===== src/rtl/uart_rx_pkg.sv =====
// Shared UART link settings, FSM state type and divisor helpers.
// uart_tx imports the same package so both ends of a link agree.
package uart_rx_pkg;

  localparam int unsigned DefaultBaud    = 115200;
  localparam int unsigned DefaultClkFreq = 27_000_000;

  typedef enum logic [2:0] {
    StIdle  = 3'd0,
    StStart = 3'd1,
    StData  = 3'd2,
    StStop  = 3'd3,
    StBreak = 3'd4
  } uart_state_e;

  // Last value of the per-bit cycle counter.
  function automatic int unsigned clk_cnt_max(input int unsigned clk_freq,
                                              input int unsigned baud);
    return (clk_freq / baud) - 1;
  endfunction

  function automatic int unsigned half_cnt(input int unsigned clk_freq,
                                           input int unsigned baud);
    return clk_cnt_max(clk_freq, baud) / 2;
  endfunction

endpackage


===== src/rtl/uart_rx_sync.sv =====
// Two-flop synchroniser for the asynchronous rx pin plus one delay flop
// used to detect the falling start edge.
module uart_rx_sync (
  input  logic sys_clk,
  input  logic sys_rst,
  input  logic rx,
  output logic rx_s,
  output logic start_fall
);

  logic meta_q;
  logic rx_s_q;
  logic rx_d_q;

  // Reset to the idle line level so reset never fakes a start edge.
  always_ff @(posedge sys_clk) begin
    if (sys_rst) begin
      meta_q <= 1'b1;
      rx_s_q <= 1'b1;
      rx_d_q <= 1'b1;
    end else begin
      meta_q <= rx;
      rx_s_q <= meta_q;
      rx_d_q <= rx_s_q;
    end
  end

  assign rx_s       = rx_s_q;
  assign start_fall = rx_d_q & ~rx_s_q;

endmodule


===== src/rtl/uart_rx.sv =====
// 8N1 UART receiver, LSB first. Bits are sampled mid-bit, timed only from
// the start edge; good bytes appear on po_data with a one-cycle po_flag.
module uart_rx
  import uart_rx_pkg::*;
#(
  parameter int unsigned BAUD     = DefaultBaud,
  parameter int unsigned CLK_FREQ = DefaultClkFreq
) (
  input  logic       sys_clk,
  input  logic       sys_rst,
  input  logic       rx,
  output logic [7:0] po_data,
  output logic       po_flag,
  output logic       frame_err,
  output logic       busy
);

  localparam int unsigned ClkCntMaxI = clk_cnt_max(CLK_FREQ, BAUD);
  localparam int unsigned HalfCntI   = half_cnt(CLK_FREQ, BAUD);
  localparam logic [15:0] ClkCntMax  = ClkCntMaxI[15:0];
  localparam logic [15:0] HalfCnt    = HalfCntI[15:0];

  if (ClkCntMaxI > 32'd65535 || ClkCntMaxI < 32'd7) begin : g_bad_cfg
    $error("uart_rx: CLK_FREQ/BAUD gives an unusable bit divisor");
  end

  logic rx_s;
  logic start_fall;

  uart_rx_sync u_sync (
    .sys_clk    (sys_clk),
    .sys_rst    (sys_rst),
    .rx         (rx),
    .rx_s       (rx_s),
    .start_fall (start_fall)
  );

  uart_state_e state_q, state_d;
  logic [15:0] clk_cnt_q, clk_cnt_d;
  logic [2:0]  bit_cnt_q, bit_cnt_d;
  logic [7:0]  shift_q, shift_d;
  logic [7:0]  po_data_q, po_data_d;
  logic        po_flag_q, po_flag_d;
  logic        frame_err_q, frame_err_d;
  logic        busy_q, busy_d;
  logic        cnt_at_max;

  assign cnt_at_max = (clk_cnt_q == ClkCntMax);

  always_comb begin
    state_d     = state_q;
    clk_cnt_d   = clk_cnt_q;
    bit_cnt_d   = bit_cnt_q;
    shift_d     = shift_q;
    po_data_d   = po_data_q;
    po_flag_d   = 1'b0;
    frame_err_d = 1'b0;

    unique case (state_q)
      StIdle: begin
        clk_cnt_d = 16'd0;
        if (start_fall) begin
          state_d = StStart;
        end
      end
      StStart: begin
        if (clk_cnt_q == HalfCnt) begin
          clk_cnt_d = 16'd0;
          bit_cnt_d = 3'd0;
          // A line that is high again at mid start bit was only a glitch.
          state_d   = rx_s ? StIdle : StData;
        end else begin
          clk_cnt_d = clk_cnt_q + 16'd1;
        end
      end
      StData: begin
        if (cnt_at_max) begin
          clk_cnt_d = 16'd0;
          shift_d   = {rx_s, shift_q[7:1]};
          bit_cnt_d = bit_cnt_q + 3'd1;
          if (bit_cnt_q == 3'd7) begin
            state_d = StStop;
          end
        end else begin
          clk_cnt_d = clk_cnt_q + 16'd1;
        end
      end
      StStop: begin
        if (cnt_at_max) begin
          clk_cnt_d = 16'd0;
          if (rx_s) begin
            po_data_d = shift_q;
            po_flag_d = 1'b1;
            state_d   = StIdle;
          end else begin
            frame_err_d = 1'b1;
            state_d     = StBreak;
          end
        end else begin
          clk_cnt_d = clk_cnt_q + 16'd1;
        end
      end
      StBreak: begin
        // Hold off until the line idles so a stuck-low line cannot retrigger.
        if (rx_s) begin
          clk_cnt_d = 16'd0;
          state_d   = StIdle;
        end else begin
          clk_cnt_d = cnt_at_max ? 16'd0 : clk_cnt_q + 16'd1;
        end
      end
      default: begin
        clk_cnt_d = 16'd0;
        state_d   = StIdle;
      end
    endcase

    busy_d = (state_d != StIdle);
  end

  always_ff @(posedge sys_clk) begin
    if (sys_rst) begin
      state_q     <= StIdle;
      clk_cnt_q   <= 16'd0;
      bit_cnt_q   <= 3'd0;
      shift_q     <= 8'h00;
      po_data_q   <= 8'h00;
      po_flag_q   <= 1'b0;
      frame_err_q <= 1'b0;
      busy_q      <= 1'b0;
    end else begin
      state_q     <= state_d;
      clk_cnt_q   <= clk_cnt_d;
      bit_cnt_q   <= bit_cnt_d;
      shift_q     <= shift_d;
      po_data_q   <= po_data_d;
      po_flag_q   <= po_flag_d;
      frame_err_q <= frame_err_d;
      busy_q      <= busy_d;
    end
  end

  assign po_data   = po_data_q;
  assign po_flag   = po_flag_q;
  assign frame_err = frame_err_q;
  assign busy      = busy_q;

endmodule


===== config.mk =====
export PLATFORM = sky130hd
export DESIGN_NAME = uart_rx
export DESIGN_NICKNAME = d
export VERILOG_FILES = /design/src/rtl/uart_rx_pkg.sv /design/src/rtl/uart_rx_sync.sv /design/src/rtl/uart_rx.sv
export SDC_FILE = /design/constraint.sdc
export NUM_CORES = 1
export LEC_CHECK = 0
export BUFFER_PORTS_ARGS = -buffer_cell sky130_fd_sc_hd__buf_2
export CAP_MARGIN = 20
export CORE_ASPECT_RATIO = 2
export CORE_UTILIZATION = 25
export CTS_CLUSTER_DIAMETER = 30
export DETAILED_ROUTE_END_ITERATION = 12
export GPL_TIMING_DRIVEN = 0
export PLACE_DENSITY = 0.39
export SKIP_LAST_GASP = 1
export SLEW_MARGIN = 20
export SYNTH_ARGS = -nofsm -noshare
export SYNTH_HDL_FRONTEND = slang
export SYNTH_HIERARCHICAL = 1
export SYNTH_SLANG_ARGS = --single-unit

===== constraint.sdc =====
create_clock -name sys_clk -period 5.5 [get_ports sys_clk]
set_input_delay 0.825 -clock sys_clk [delete_from_list [all_inputs] [get_ports sys_clk]]
set_output_delay 0.825 -clock sys_clk [all_outputs]
set_load 0.005 [all_outputs]

[Word-level counts from Yosys, hierarchy flattened]
Index checks and enable logic that the tools add are counted.
Storage, ports and cells
  bits in registers: 44
  input port bits: 3
  output and inout port bits: 11
  logic and storage cells: 52
Cells by class
  $add $sub $neg: 2
  equality and inequality tests: 9
  multiplexer cells: 18
  bitwise logic cells: 4
  reductions and logical operators: 8
Operators with widths (number)
  $mux W16: 3
  $pmux W16 S3: 1
  $mux W3: 9
  $add A16 B1 Y16 const B: 1
  $eq A16 B7 Y1 const B: 1
  $eq A16 B8 Y1 const B: 1
  $pmux W3 S5: 1
  $eq A3 B2 Y1 const B: 2
  $eq A3 B3 Y1 const B: 2
  $pmux W3 S2: 1
  $reduce_and A3 Y1: 2
  $ne A2 B2 Y1 const B: 2
  $add A3 B1 Y3 const B: 1
  $eq A3 B1 Y1 const B: 1
  $logic_not A3 Y1: 1
  $not A1 Y1: 3
  $reduce_bool A3 Y1: 1
  $reduce_or A3 Y1: 1
  $mux W1: 2
  $mux W2: 1
  $reduce_and A2 Y1: 1
  $reduce_bool A2 Y1: 1
  $reduce_or A2 Y1: 1
  $and A1 B1 Y1: 1

[Depth between registers and ports, before layout]
Gate-level depths: netlist (run 1).
  word-level depth: 5
  mapped depth: 9
  mapped depth without buffers: 7

[Modules after synthesis]
The synthesis (run 1) kept the hierarchy.
Modules (own cells, without submodules)
  uart_rx: instances 1, cells each 186, area each 1800.5 µm², seq. area each 820.8 µm²
  uart_rx_sync: instances 1, cells each 7, area each 85.1 µm², seq. area each 60.1 µm²

[Worst setup path before layout (run 1)]
OpenSTA, ideal clock, no wires.
  path kind: register -> register
  from: register clk_cnt_q[1]
  to: register clk_cnt_q[15]
  data arrival time: 1752 ps
  data required time: 5436 ps
  setup slack: 3684 ps
  stages on the path, launching flop included: 10
  path buffers: 2
  cell sequence: dfxtp_1 > inv_1 > ha_1 > and3_1 > and4_1 > buf_6 > a21o_1 > a211o_1 > buf_6 > nor2_1
On the way
  longest elaborated chain between the ends: 4
  elaborated cells between the ends (all ways): 7
  classes of those cells: add/sub: 1; eq/ne: 2; mux: 4
RTL lines
  from (decl): line uart_rx.sv:39  | logic [15:0] clk_cnt_q, clk_cnt_d;
  from (signal assigned): line uart_rx.sv:133  | clk_cnt_q <= clk_cnt_d;
  $add A16 B1 Y16 / $eq A16 B8 Y1 (equally long branches)
  $mux W16: line uart_rx.sv:77, uart_rx.sv:89, uart_rx.sv:109
  $mux W16: line uart_rx.sv:105  | if (rx_s) begin
  $pmux W16 S3 (*): line uart_rx.sv:59  | unique case (state_q)
Every way passes the cells marked *; elsewhere a longest branch is shown, timed or not.
A chain may end at the register's enable or synchronous reset.

[Worst setup path in the final report (run 1)]
  from: register clk_cnt_q[1]
  to: register clk_cnt_q[13]
The elaborated chain is that of the path after synthesis.

==> results of run 1 <==
-- state kept, by name, indices dropped and copies added, names as in the netlist --
name and flops:
bit_cnt_q 3, busy 1, clk_cnt_q 16, frame_err 1
po_data 8, po_flag 1, shift_q 8, state_q 3
u_sync/meta_q 1, u_sync/rx_d_q 1, u_sync/rx_s 1
-- power groups by stage --
stage,clock (uW),sequential [uW],combinational (uW)
after floorplan,0,328,6.80
after CTS,359,321,11.3
final,348,321,10.8
after global routing,370,321,12.2
after detailed placement,0,329,11.3
after global placement,0,329,11.4
-- through the flow --
step	utilization (%)	total power (uW)	setup slack, ns
floorplan	-	335.0	3.684
global placement	28.43	340.0	3.458
detailed placement	28.43	339.9	3.446
CTS	30.79	691.8	3.422
global route	30.79	703.2	3.341
finish	30.79	679.8	3.471
-- logic make-up after synthesis --
kind of cell,Yosys count,share of synthesized area (%)
AOI/OAI and AO/OA,9,4.114
buffers and inverters,13,3.649
DFF,44,46.72
xor gates and xnor gates,15,6.968
adders and majority gates,5,3.318
muxes,17,9.024
and+or+nand+nor,90,26.21
-- path summary, 6_finish.rpt --
check / end / slack (ns) / depth (start not counted)
hold reg to reg: u_sync/rx_s / 0.41 / 1
setup reg to reg: clk_cnt_q[13] / 3.47 / 9
setup / recovery: clk_cnt_q[13] / 3.47 / 9
hold / removal: u_sync/rx_s / 0.41 / 1
-- per-layer routing --
metal | share of wire [%] | vias to the layer above
li1 | - | 696
met2 | 56 | 20
met1 | 38 | 623
met3 | 2.5 | 8
met4 | 3.4 | 0
met5 | 0 | -
-- synthesized netlist by cell type, drive strengths merged --
library cell and number:
nand3 7, nand2 5, nand2b 3, a41oi 1, and3 3, ha 5, or3 1, nor4bb 2
xor2 7, mux2i 17, inv 6, nor2 41, nor4b 1, a32oi 1, or2 3, or2b 1
a22oi 3, clkbuf 3, dfxtp 44, xnor2 8, nand3b 3, nor2b 2, and4 4, a21o 1
o21ai 1, buf 4, and2 2, a211o 1, nor3 3, nor4 3, nand4 3, o32ai 1
nand4b 2, nor3b 1
-- cell type report --
| type | count | area (um2) | area share (%) |
|---|---|---|---|
| Multi-Input combinational cell | 136 | 935.9 | 41.83 |
| Sequential cell | 44 | 880.8 | 39.37 |
| Clock buffer | 5 | 125.1 | 5.593 |
| Tap cell | 92 | 115.1 | 5.145 |
| Timing Repair Buffer | 13 | 65.06 | 2.908 |
| Clock inverter | 3 | 46.29 | 2.069 |
| Buffer | 7 | 46.29 | 2.069 |
| Inverter | 6 | 22.52 | 1.007 |
==> impl_results.md, run 1 <==
* Crit path from: clk_cnt_q[1]
* Number of library cell types mapped by synthesis at 39
* Instance area after placement at around 2100 um2
* Chip Height at about 120 um
* Final antenna diode count at 0
* Dominant cells by area after synthesis: sky130_fd_sc_hd__dfxtp_1, sky130_fd_sc_hd__mux2i_1, sky130_fd_sc_hd__nor2_1
* Via-per-instance ratio at between 4 and 5
* DRT antenna net count at 0
* Critical path start-end classification: flip-flop to flip-flop
* Post-synth top area cell: sky130_fd_sc_hd__dfxtp_1
* Outcome: complete, no violations
* Filler cells at between 700 and 800
* Switching power summed over all nets at 140.0 uW
* Share of the yosys chip area belonging to registers at between 40% and 50%
* Synthesized area per cell at 9.770 um2
* Path type of the worst min-delay path: flip-flop to flip-flop
* Final Wtd Congestion at roughly 0.7
* Die W at between 60 and 70 um
* Most frequent standard cell in the layout excluding fill and tap cells: sky130_fd_sc_hd__dfxtp_1
* # IOs at 14
* Routed length per placed instance at ~13 um
* Global-route met2 utilization at 20.34%
* Final slew viol count at 0
* Sink count of the clock tree at 44
* Number of antenna violations at the first check in global routing at 0
* Worst slew pin tran at between 0.4 and 0.5 ns
* Startpoint of the most critical register-to-register path: clk_cnt_q[1]
* Floorplan core area at around 7300 um2
* CTS Root Buffer Type: sky130_fd_sc_hd__clkbuf_16
* Highest cell delay on the worst timing path at roughly 0.41 ns
* Signed area change from the synthesized netlist to the final layout at 18.65%
* Summed negative setup slack over all endpoints at 0 ns
* RSZ-0062 raised after global routing: no
* Share of layout cells above drive strength 1 at between 10% and 20%
* Type of origin of the critical path: flip-flop
* Final non-filler cell total at slightly above 300
* Hold slack at 0.4078 ns
* Cell Chain, Critical Path: inv_1 -> ha_1 -> and3_1 -> and4_1 -> buf_6 -> a21o_1 -> a211o_1 -> buf_6 -> nor2_1
* Maximum vdd ir drop at ~0.12 mV
* Master of the slowest instance on the critical path: sky130_fd_sc_hd__a211o_1
* Post-synth design cell area at between 1500 and 2000 um2
* Sequential fraction of design power at 47.3%
* Met3 usage at about 2.8%
* Post-Place Cells at 298
* CTS tree: yes
* Largest net degree at the start of global routing at 16
* Critical Path AT at ~2.3 ns
* Effective utilization at floorplan at between 20% and 30%
* Internal power at ~540 uW
* Seq cells post-synth at between 40 and 50
* HP Start: u_sync/meta_q
* Insertion delay to the later sink of the worst-skew pair at between 0.2 and 0.3 ns
* Half-perimeter wire length of the detailed placement result at 2956 um
* Maximum fanout along the worst path at 10
* Met1 track demand over resource in global routing at between 10% and 20%
* Vias after detailed routing at about 1,300
* Most frequent cells in the layout: sky130_fd_sc_hd__dfxtp_1, sky130_fd_sc_hd__nor2_1, sky130_fd_sc_hd__mux2i_1, sky130_fd_sc_hd__buf_2, sky130_fd_sc_hd__xnor2_1
* Max Clk Rate at between 0.4 and 0.5 GHz
* Cell count after synthesis at roughly 190
* Leakage Power at roughly 0.00087 uW
* Final Hold Vio Count at 0
* Setup-violating endpoint count in the final report at 0
* Total number of yosys warnings at 6
* Clk network pwr share at ~51%
* Total congestion overflow at 0
* Initial DRC Count at 59
* Number of detailed-route iterations in the first pass at 4
* Number of instances resized during post-cts repair at 0
* Total wire length after detailed routing at 3941 um
* Required time of the worst setup path at 5.73 ns
* Via count of the first global-routing pass at 1,347
* Final nets at 221
* H-tree depth reported by CTS at 2
* Final clock skew at around 0.0069 ns
* Crit path top cell by count: sky130_fd_sc_hd__buf_6
* Wire length of the first global-routing pass at around 6500 um
* Row count at 44
* CP delay by family, top: compound AO/OA/AOI/OAI gates
* Final critical-path share of the clock period at 36.88%
* Mapped Nets at 201
* Pwr/cell area at 303.9 nW/um2
* Worst rel slew slack at 68.50%
* Top cell type's share of synthesized area at a little under half
* Max Root-Sink Buffers at 2
* Buf+Inv Stages, Crit Path at 3
* Total global routing track utilization at a little over a tenth
* Clock transition at the register clock pins on the worst setup and hold paths after CTS at about 0.07 ns
* Number of buffers inserted to repair setup after CTS at 0
* Type of destination of the critical path: flip-flop
* Time the worst path needs with I/O delays and setup at 2.029 ns
* Busiest metal layer after global routing: met2
* Quantity of hold-fixing buffers added after cts at 0
* Switching fraction of total power at 20.59%
* Number of CTS-inserted buffers at 5
* Die footprint at 7915 um2
* Fraction of power consumed by combinational cells at between 1.5 and 2%
* Max-cap violations at 0
* Detailed-route DRC error count at 0
* Design Area, Final at 2237 um2
* Number of buffers added on ports at 13
(Power assumes the default switching activity.)
==> run 2, diff against run 1 <==
ABC_AREA = 1   (was not set)
clock period = 1.9 ns   (was 5.5 ns; I/O delays follow)
==> run 2 against run 1 <==
Utilization is 0.39 points lower. Final cell count is 24% higher. Die area is 2.8% higher. Clock power grew to 2.9 times the previous value. Worst hold slack worse by 0.22 ns. First-iteration DRC count is 10% lower. Final area is 2.5% higher. Non-clock buffer count is 3 lower. Wire length is 9.8% higher. Critical endpoint is now clk_cnt_q[15]. Highest routed layer unchanged.
==> impl_results.md, run 2 <==
* Outcome: complete, no violations (unchanged)
* Number of CTS-inserted buffers at 5 (unchanged)
* Count of flip-flops with a built-in enable after synthesis at 0 (unchanged)
* Most frequent cells in the layout: sky130_fd_sc_hd__nor2_1, sky130_fd_sc_hd__dfxtp_1, sky130_fd_sc_hd__nand2_1, sky130_fd_sc_hd__inv_1, sky130_fd_sc_hd__o21ai_0 (was sky130_fd_sc_hd__dfxtp_1, sky130_fd_sc_hd__nor2_1, sky130_fd_sc_hd__mux2i_1, sky130_fd_sc_hd__buf_2, sky130_fd_sc_hd__xnor2_1)
* Floorplan core area at 7545 um2 (was 7267 um2)
* Internal power at 1563 uW (was 539.8 uW)
* Max FFs per register at 16 (unchanged)
* Final critical-path share of the clock period at 82.94% (was 36.88%)
* Critical Path AT at 1.75 ns (was 2.26 ns)
* Synthesized area per cell at 7.346 um2 (was 9.770 um2)
* Vias after detailed routing at 1,596 (was 1,347)
* Row count at 45 (was 44)
* Detailed-route DRC error count at 0 (unchanged)
* Routed length per placed instance at 11.42 um (was 12.88 um)
* Most numerous cell types in the synthesized netlist: sky130_fd_sc_hd__nor2_1, sky130_fd_sc_hd__dfxtp_1, sky130_fd_sc_hd__nand2_1 (was sky130_fd_sc_hd__dfxtp_1, sky130_fd_sc_hd__nor2_1, sky130_fd_sc_hd__mux2i_1)
* Dominant cells by area after synthesis: sky130_fd_sc_hd__dfxtp_1, sky130_fd_sc_hd__nor2_1, sky130_fd_sc_hd__nand2_1 (was sky130_fd_sc_hd__dfxtp_1, sky130_fd_sc_hd__mux2i_1, sky130_fd_sc_hd__nor2_1)
* Setup-violating endpoint count in the final report at 0 (unchanged)
* Insertion delay to the later sink of the worst-skew pair at 0.29 ns (about the same)
* Via count of the first global-routing pass at 1,546 (was 1,347)
* Maximum fanout along the worst path at 10 (unchanged)
* Register with the most flip-flops: clk_cnt_q (unchanged)
* Pwr/cell area at 856.1 nW/um2 (was 303.9 nW/um2)
* Post-synth top area cell: sky130_fd_sc_hd__dfxtp_1 (unchanged)
* Max Root-Sink Buffers at 2 (unchanged)
* Die footprint at 8135 um2 (was 7915 um2)
* Clock transition at the register clock pins on the worst setup and hold paths after CTS at 0.06 ns (was 0.07 ns)
* Most frequent standard cell in the layout excluding fill and tap cells: sky130_fd_sc_hd__nor2_1 (was sky130_fd_sc_hd__dfxtp_1)
* Number of detailed-route iterations in the first pass at 4 (unchanged)
* Share of the yosys chip area belonging to registers at 45.42% (was 46.72%)
* DRT antenna net count at 0 (unchanged)
* Seq cells post-synth at 44 (unchanged)
* Share of layout cells above drive strength 1 at 13.68% (was 13.55%)
* Quantity of hold-fixing buffers added after cts at 0 (unchanged)
* RSZ-0062 raised after global routing: no (unchanged)
* Post-place setup slack at 0.2740 ns (was 3.446 ns)
* # IOs at 14 (unchanged)
* Final Hold Vio Count at 0 (unchanged)
* Master of the slowest instance on the critical path: sky130_fd_sc_hd__dfxtp_1 (was sky130_fd_sc_hd__a211o_1)
* Total congestion overflow at 0 (unchanged)
* Setup slack of the worst register-to-register path at 0.32 ns (was 3.47 ns)
* Top cell type's share of synthesized area at 45.42% (was 46.72%)
* HP Start: rx (was u_sync/meta_q)
* Final antenna diode count at 0 (unchanged)
* Critical path start-end classification: flip-flop to flip-flop (unchanged)
* Crit path from: clk_cnt_q[0] (was clk_cnt_q[1])
* Cell Chain, Critical Path: ha_1 -> nand4_1 -> nor2_4 -> nand2_4 -> nand2_1 -> o21ai_2 -> nand3_2 -> buf_6 -> nor2_1 (was inv_1 -> ha_1 -> and3_1 -> and4_1 -> buf_6 -> a21o_1 -> a211o_1 -> buf_6 -> nor2_1)
* Final nets at 292 (was 221)
* Number of instances resized during post-cts repair at 0 (unchanged)
* Path type of the worst min-delay path: primary input to flip-flop (was flip-flop to flip-flop)
* Max-cap violations at 0 (unchanged)
* Final clock skew at 0.006522 ns (was 0.006941 ns)
* H-tree depth reported by CTS at 2 (unchanged)
* Chip Height at 126.6 um (was 124.8 um)
* Die W at 64.28 um (was 63.41 um)
* Effective utilization at floorplan at 25.70% (was 25.95%)
* Maximum vdd ir drop at 0.6086 mV (was 0.1151 mV)
* Total global routing track utilization at 11.74% (was 10.91%)
* Final slew viol count at 0 (unchanged)
* Initial DRC Count at 53 (was 59)
* Max Clk Rate at 0.6346 GHz (was 0.4930 GHz)
* Cell count after synthesis at 264 (was 193)
* Largest net degree at the start of global routing at 16 (unchanged)
* Post-synth design cell area at 1939 um2 (was 1886 um2)
* Number of buffers inserted to repair setup after CTS at 0 (unchanged)
* Required time of the worst setup path at 2.08 ns (was 5.73 ns)
* Time the worst path needs with I/O delays and setup at 1.576 ns (was 2.029 ns)
* Half-perimeter wire length of the detailed placement result at 3429 um (was 2956 um)
* Fraction of power consumed by combinational cells at 1.8% (was 1.6%)
* Leakage Power at 0.0009899 uW (was 0.0008730 uW)
* Sink count of the clock tree at 44 (unchanged)
* Summed negative setup slack over all endpoints at 0 ns (unchanged)
* Number of library cell types mapped by synthesis at 26 (was 39)
* CTS Root Buffer Type: sky130_fd_sc_hd__clkbuf_16 (unchanged)
* Total wire length after detailed routing at 4329 um (was 3941 um)
* Async S/R FF share, synth at 0% (unchanged)
* Final Wtd Congestion at 0.7205 (was 0.7209)
* Worst rel slew slack at 74.47% (was 68.50%)
* Via-per-instance ratio at 4.211 (was 4.402)
* Number of buffers added on ports at 13 (unchanged)
* Startpoint of the most critical register-to-register path: clk_cnt_q[0] (was clk_cnt_q[1])
* Signed area change from the synthesized netlist to the final layout at 18.26% (was 18.65%)
* Sequential fraction of design power at 47.4% (was 47.3%)
* Total number of yosys warnings at 6 (unchanged)
* Switching power summed over all nets at 400.4 uW (was 140.0 uW)
* Wire length of the first global-routing pass at 7182 um (was 6486 um)
* Filler cells at 839 (was 789)
* Type of origin of the critical path: flip-flop (unchanged)
* Clk network pwr share at 50.8% (was 51.1%)
* Main synth FF type: sky130_fd_sc_hd__dfxtp_1 (unchanged)
* Final worst setup slack at 0.3242 ns (was 3.471 ns)
* Mapped Nets at 272 (was 201)
* Switching fraction of total power at 20.39% (was 20.59%)
* Highest cell delay on the worst timing path at 0.40 ns (was 0.41 ns)
* Most common cell in the netlist: sky130_fd_sc_hd__nor2_1 (was sky130_fd_sc_hd__dfxtp_1)
* Number of antenna violations at the first check in global routing at 0 (unchanged)
* Type of destination of the critical path: flip-flop (unchanged)
* CTS tree: yes (unchanged)
* Worst slew pin tran at 0.3830 ns (was 0.4725 ns)
[run 2: cell count changes after synthesis, moves of 5 or more]
cell and delta:
sky130_fd_sc_hd__nand2_1 +34, sky130_fd_sc_hd__nor2_1 +32, sky130_fd_sc_hd__inv_1 +24, sky130_fd_sc_hd__o21ai_0 +18
sky130_fd_sc_hd__mux2i_1 -17, sky130_fd_sc_hd__nand3_1 +5, sky130_fd_sc_hd__xnor2_1 -5
[run 2: metal layers]
metal  up-vias  global-route usage [%]  part of all wire, %  routed length (um)
met2        13                   23.47                   60                2601
met4         0                   6.275                  2.4                 105
met1       717                   10.62                   36                1548
met5         -                       0                    0                   0
li1        860                       -                    -                   -
met3         6                   1.888                  1.7                  74
[run 2: area by class of cell]
class	count	area [um2]	area share (%)
Multi-Input combinational cell	182	899.6	39.23
Sequential cell	44	880.8	38.41
Inverter	34	128.9	5.619
Clock buffer	5	125.1	5.456
Tap cell	94	117.6	5.128
Timing Repair Buffer	13	65.06	2.837
Clock inverter	3	46.29	2.019
Buffer	4	30.03	1.309
[run 2: worst max-delay path, delay by kind of cell (launching register included)]
family                   cells  cell delay (ns)
AND/OR/NAND/NOR              6             0.65
flip-flops                   1             0.40
adder cells (fa/ha/maj)      1             0.18
buffers and inverters        1             0.18
AO/OA/AOI/OAI                1             0.06
[run 2: stage by stage]
step | cells | instance area, um2 | util (%) | power, uW | hold slack, ns
final | 379 | 2293 | 30.40 | 1963 | 0.1912
after global routing | 379 | 2293 | 30.40 | 2043 | 0.2032
after CTS | 379 | 2293 | 30.40 | 2004 | 0.1958
after detailed placement | 371 | 2122 | 28.13 | 987.7 | 0.3961
after global placement | 371 | 2122 | 28.13 | 987.8 | 0.3978
after floorplan | 264 | 1939 | - | 973.7 | 0.3541
[run 2: worst paths after layout]
path / endpoint / depth (start not counted)
min: u_sync/meta_q / 3
min reg2reg: u_sync/rx_s / 2
max: clk_cnt_q[15] / 9
max reg2reg: clk_cnt_q[15] / 9
[run 2: power groups by stage]
stage	clock network [uW]	logic, uW	registers [uW]
finish	998	34.8	931
global route	1070	40.4	931
CTS	1040	36.1	930
detailed placement	0	35.9	952
global placement	0	36.0	952
floorplan	0	22.7	951
[run 2: cells by family (layout without fill, tap and decap cells)]
logic type	after synthesis	after routing	share of synthesized area (%)
flip-flops	44	44	45.42
AO/OA/AOI/OAI	27	27	7.419
adder cells (fa/ha/maj)	5	5	3.226
XOR/XNOR	9	9	4.065
buffers and inverters	38	59	8.193
AND/OR/NAND/NOR	141	141	31.68
==> run 3, diff against run 2 <==
ABC_AREA = 0   (was 1)
PLACE_DENSITY = 0.4   (was 0.39)
clock period = 1.3 ns   (was 1.9 ns; I/O delays follow)
==> run 3 against run 2 <==
Clock-buffer cell count grew 1. Wire length shrank 2.7%. Sequential share of layout area shrank 3.5 points. Die area shrank 2.7%. Combinational power grew 51%. Worst hold slack lost 0.10 ns. The flow now finishes with violations (setup timing). Final area grew 13%. Utilization grew 5.1 points. Total power grew 43%. Clock skew shrank 0.00079 ns. Global-route usage is essentially flat. First-iteration DRC count shrank 36%.
==> impl_results.md, run 3 (same netlist as run 1, synthesis figures left out) <==
* Outcome: finished, violations left (was complete, no violations)
* Failing checks: setup timing
* Setup slack of the worst register-to-register path at -0.56 ns (was 0.32 ns)
* Effective utilization at floorplan at 25.95% (was 25.70%)
* Utilization after layout at 35.52% (was 30.40%)
* Number of buffers added on ports at 13 (unchanged)
* Worst slew pin tran at 0.4972 ns (was 0.3830 ns)
* Wire length on met2 at 2493 um (was 2601 um)
* Final nets at 231 (was 292)
* Number of detailed-route iterations in the first pass at 3 (was 4)
* Die W at 63.41 um (was 64.28 um)
* Post-place setup slack at -0.6803 ns (was 0.2740 ns)
* Via count of the first global-routing pass at 1,484 (was 1,546)
* Final non-filler cell total at 316 (was 379)
* Most frequent standard cell in the layout excluding fill and tap cells: sky130_fd_sc_hd__dfxtp_1 (was sky130_fd_sc_hd__nor2_1)
* CP delay by family, top: simple AND/OR/NAND/NOR gates (unchanged)
* Initial DRC Count at 34 (was 53)
* Sink count of the clock tree at 44 (unchanged)
* HP Start: rx (unchanged)
* Startpoint of the most critical register-to-register path: clk_cnt_q[0] (unchanged)
* Maximum fanout along the worst path at 5 (was 10)
* Final Hold Vio Count at 0 (unchanged)
* Type of destination of the critical path: flip-flop (unchanged)
* Floorplan core area at 7267 um2 (was 7545 um2)
* Buf+Inv Stages, Crit Path at 2 (was 1)
* Half-perimeter wire length of the detailed placement result at 2938 um (was 3429 um)
* Insertion delay to the later sink of the worst-skew pair at 0.29 ns (about the same)
* Critical path start-end classification: flip-flop to flip-flop (unchanged)
* DR WL met3 at 96 um (was 74 um)
* Combined flip-flop and latch cell area at 900.9 um2 (was 880.8 um2)
* Setup-violating endpoint count in the final report at 39 (was 0)
* Highest cell delay on the worst timing path at 0.40 ns (about the same)
* Final antenna diode count at 0 (unchanged)
* Chip Height at 124.8 um (was 126.6 um)
* Die footprint at 7915 um2 (was 8135 um2)
* Number of antenna violations at the first check in global routing at 0 (unchanged)
* Wire length of the first global-routing pass at 7086 um (was 7182 um)
* Row count at 44 (was 45)
* Via-per-instance ratio at 4.487 (was 4.211)
* Final critical-path share of the clock period at 143.2% (was 82.94%)
* Clock transition at the register clock pins on the worst setup and hold paths after CTS at 0.06 ns (about the same)
* Total global routing track utilization at 11.77% (was 11.74%)
* Max-cap violations at 0 (unchanged)
* Final clock skew at 0.005732 ns (was 0.006522 ns)
* Final Wtd Congestion at 0.6634 (was 0.7205)
* Worst rel slew slack at 66.85% (was 74.47%)
* Final slew viol count at 0 (unchanged)
* Cell Chain, Critical Path: inv_4 -> ha_4 -> nor4bb_4 -> and4_4 -> or2b_1 -> a211o_4 -> clkbuf_16 -> nor2_1 (was ha_1 -> nand4_1 -> nor2_4 -> nand2_4 -> nand2_1 -> o21ai_2 -> nand3_2 -> buf_6 -> nor2_1)
* Largest net degree at the start of global routing at 16 (unchanged)
* Total wire length after detailed routing at 4212 um (was 4329 um)
* Wire length on met1 at 1510 um (was 1548 um)
* Most frequent cells in the layout: sky130_fd_sc_hd__dfxtp_1, sky130_fd_sc_hd__nor2_1, sky130_fd_sc_hd__mux2i_1, sky130_fd_sc_hd__buf_2, sky130_fd_sc_hd__xnor2_1 (was sky130_fd_sc_hd__nor2_1, sky130_fd_sc_hd__dfxtp_1, sky130_fd_sc_hd__nand2_1, sky130_fd_sc_hd__inv_1, sky130_fd_sc_hd__o21ai_0)
* Type of origin of the critical path: flip-flop (unchanged)
* Critical Path AT at 2.08 ns (was 1.75 ns)
* Register with the most flip-flops: clk_cnt_q (unchanged)
* Hold slack at 0.08959 ns (was 0.1912 ns)
* CTS Root Buffer Type: sky130_fd_sc_hd__clkbuf_16 (unchanged)
* RSZ-0062 raised after global routing: yes (was no)
* Top metal layer carrying routed signals: met4 (unchanged)
* Area of the multi-input gates at 1121 um2 (was 899.6 um2)
* Quantity of hold-fixing buffers added after cts at 0 (unchanged)
* Post-Place Cells at 298 (was 371)
* Crit path from: clk_cnt_q[0] (unchanged)
* Master of the slowest instance on the critical path: sky130_fd_sc_hd__a211o_4 (was sky130_fd_sc_hd__dfxtp_1)
* # IOs at 14 (unchanged)
* Detailed-route DRC error count at 0 (unchanged)
* Total congestion overflow at 0 (unchanged)
* Max Clk Rate at 0.5372 GHz (was 0.6346 GHz)
* Vias after detailed routing at 1,418 (was 1,596)
* DRT antenna net count at 0 (unchanged)
* Filler cells at 760 (was 839)
* Max Root-Sink Buffers at 2 (unchanged)
* Final worst setup slack at -0.5614 ns (was 0.3242 ns)
* Routed length per placed instance at 13.33 um (was 11.42 um)
* Max FFs per register at 16 (unchanged)
* Signed area change from the synthesized netlist to the final layout at 36.89% (was 18.26%)
* CTS tree: yes (unchanged)
* H-tree depth reported by CTS at 2 (unchanged)
* Number of CTS-inserted buffers at 5 (unchanged)
* Share of layout cells above drive strength 1 at 35.71% (was 13.68%)
* Pwr/cell area at 1086 nW/um2 (was 856.1 nW/um2)
* Leakage Power at 0.0009530 uW (was 0.0009899 uW)
* Path type of the worst min-delay path: primary input to flip-flop (unchanged)
* Required time of the worst setup path at 1.52 ns (was 2.08 ns)
* Maximum vdd ir drop at 0.5411 mV (was 0.6086 mV)
* Time the worst path needs with I/O delays and setup at 1.861 ns (was 1.576 ns)
==> run 3: layer usage <==
metal	global-route usage, %	vias to the layer above
li1	-	716
met2	22.65	14
met4	6.818	0
met1	10.51	681
met3	2.839	7
met5	0	-
==> run 3: path summary, 6_finish.rpt <==
check                           cells after the start             to
worst max-delay path                                8  clk_cnt_q[15]
worst min-delay path                                2  u_sync/meta_q
worst max register to register                      8  clk_cnt_q[15]
worst min register to register                      1    u_sync/rx_s
==> run 3: what timing repair did <==
| item | in CTS | in global routing |
|---|---|---|
| resized for setup | 15 | 34 |
| gates cloned | 1 | 1 |
| endpoints found under the setup margin | 41 | 41 |
| pin swaps | 5 | 10 |
| setup buffers | 7 | 3 |
==> run 3: area by class of cell <==
cell class                      instances  share of cell area (%)
Buffer                                  7                   2.424
Clock buffer                            6                   5.817
Clock inverter                          2                  0.6301
Inverter                                6                  0.9695
Multi-Input combinational cell        136                   43.43
Sequential cell                        44                   34.90
Tap cell                               92                   4.460
Timing Repair Buffer                   23                   7.368
==> run 3: worst register-to-register path, cell delays in order, from the launching register on <==
cell                        delay, ns
sky130_fd_sc_hd__dfxtp_4         0.37
sky130_fd_sc_hd__inv_4           0.04
sky130_fd_sc_hd__ha_4            0.14
sky130_fd_sc_hd__nor4bb_4        0.14
sky130_fd_sc_hd__and4_4          0.21
sky130_fd_sc_hd__or2b_1          0.26
sky130_fd_sc_hd__a211o_4         0.40
sky130_fd_sc_hd__clkbuf_16       0.17
sky130_fd_sc_hd__nor2_1          0.08
==> run 3: where the power goes <==
group / leakage [uW] / total (uW) / switching [uW] / internal [uW]
registers: 0.000361 / 1350 / 5.97 / 1350
logic: 0.000513 / 52.6 / 34.0 / 18.6
clock network: 0.0000786 / 1400 / 560 / 836
total: 0.000953 / 2800 / 600 / 2200
==> run 3: metrics by stage <==
step	total power (uW)	instance area, um2	setup TNS [ns]
floorplan	1417	1932	-11.36
global placement	1437	2112	-18.79
detailed placement	1437	2112	-18.97
CTS	2855	2434	-17.61
global route	2912	2581	-20.53
finish	2803	2581	-17.47
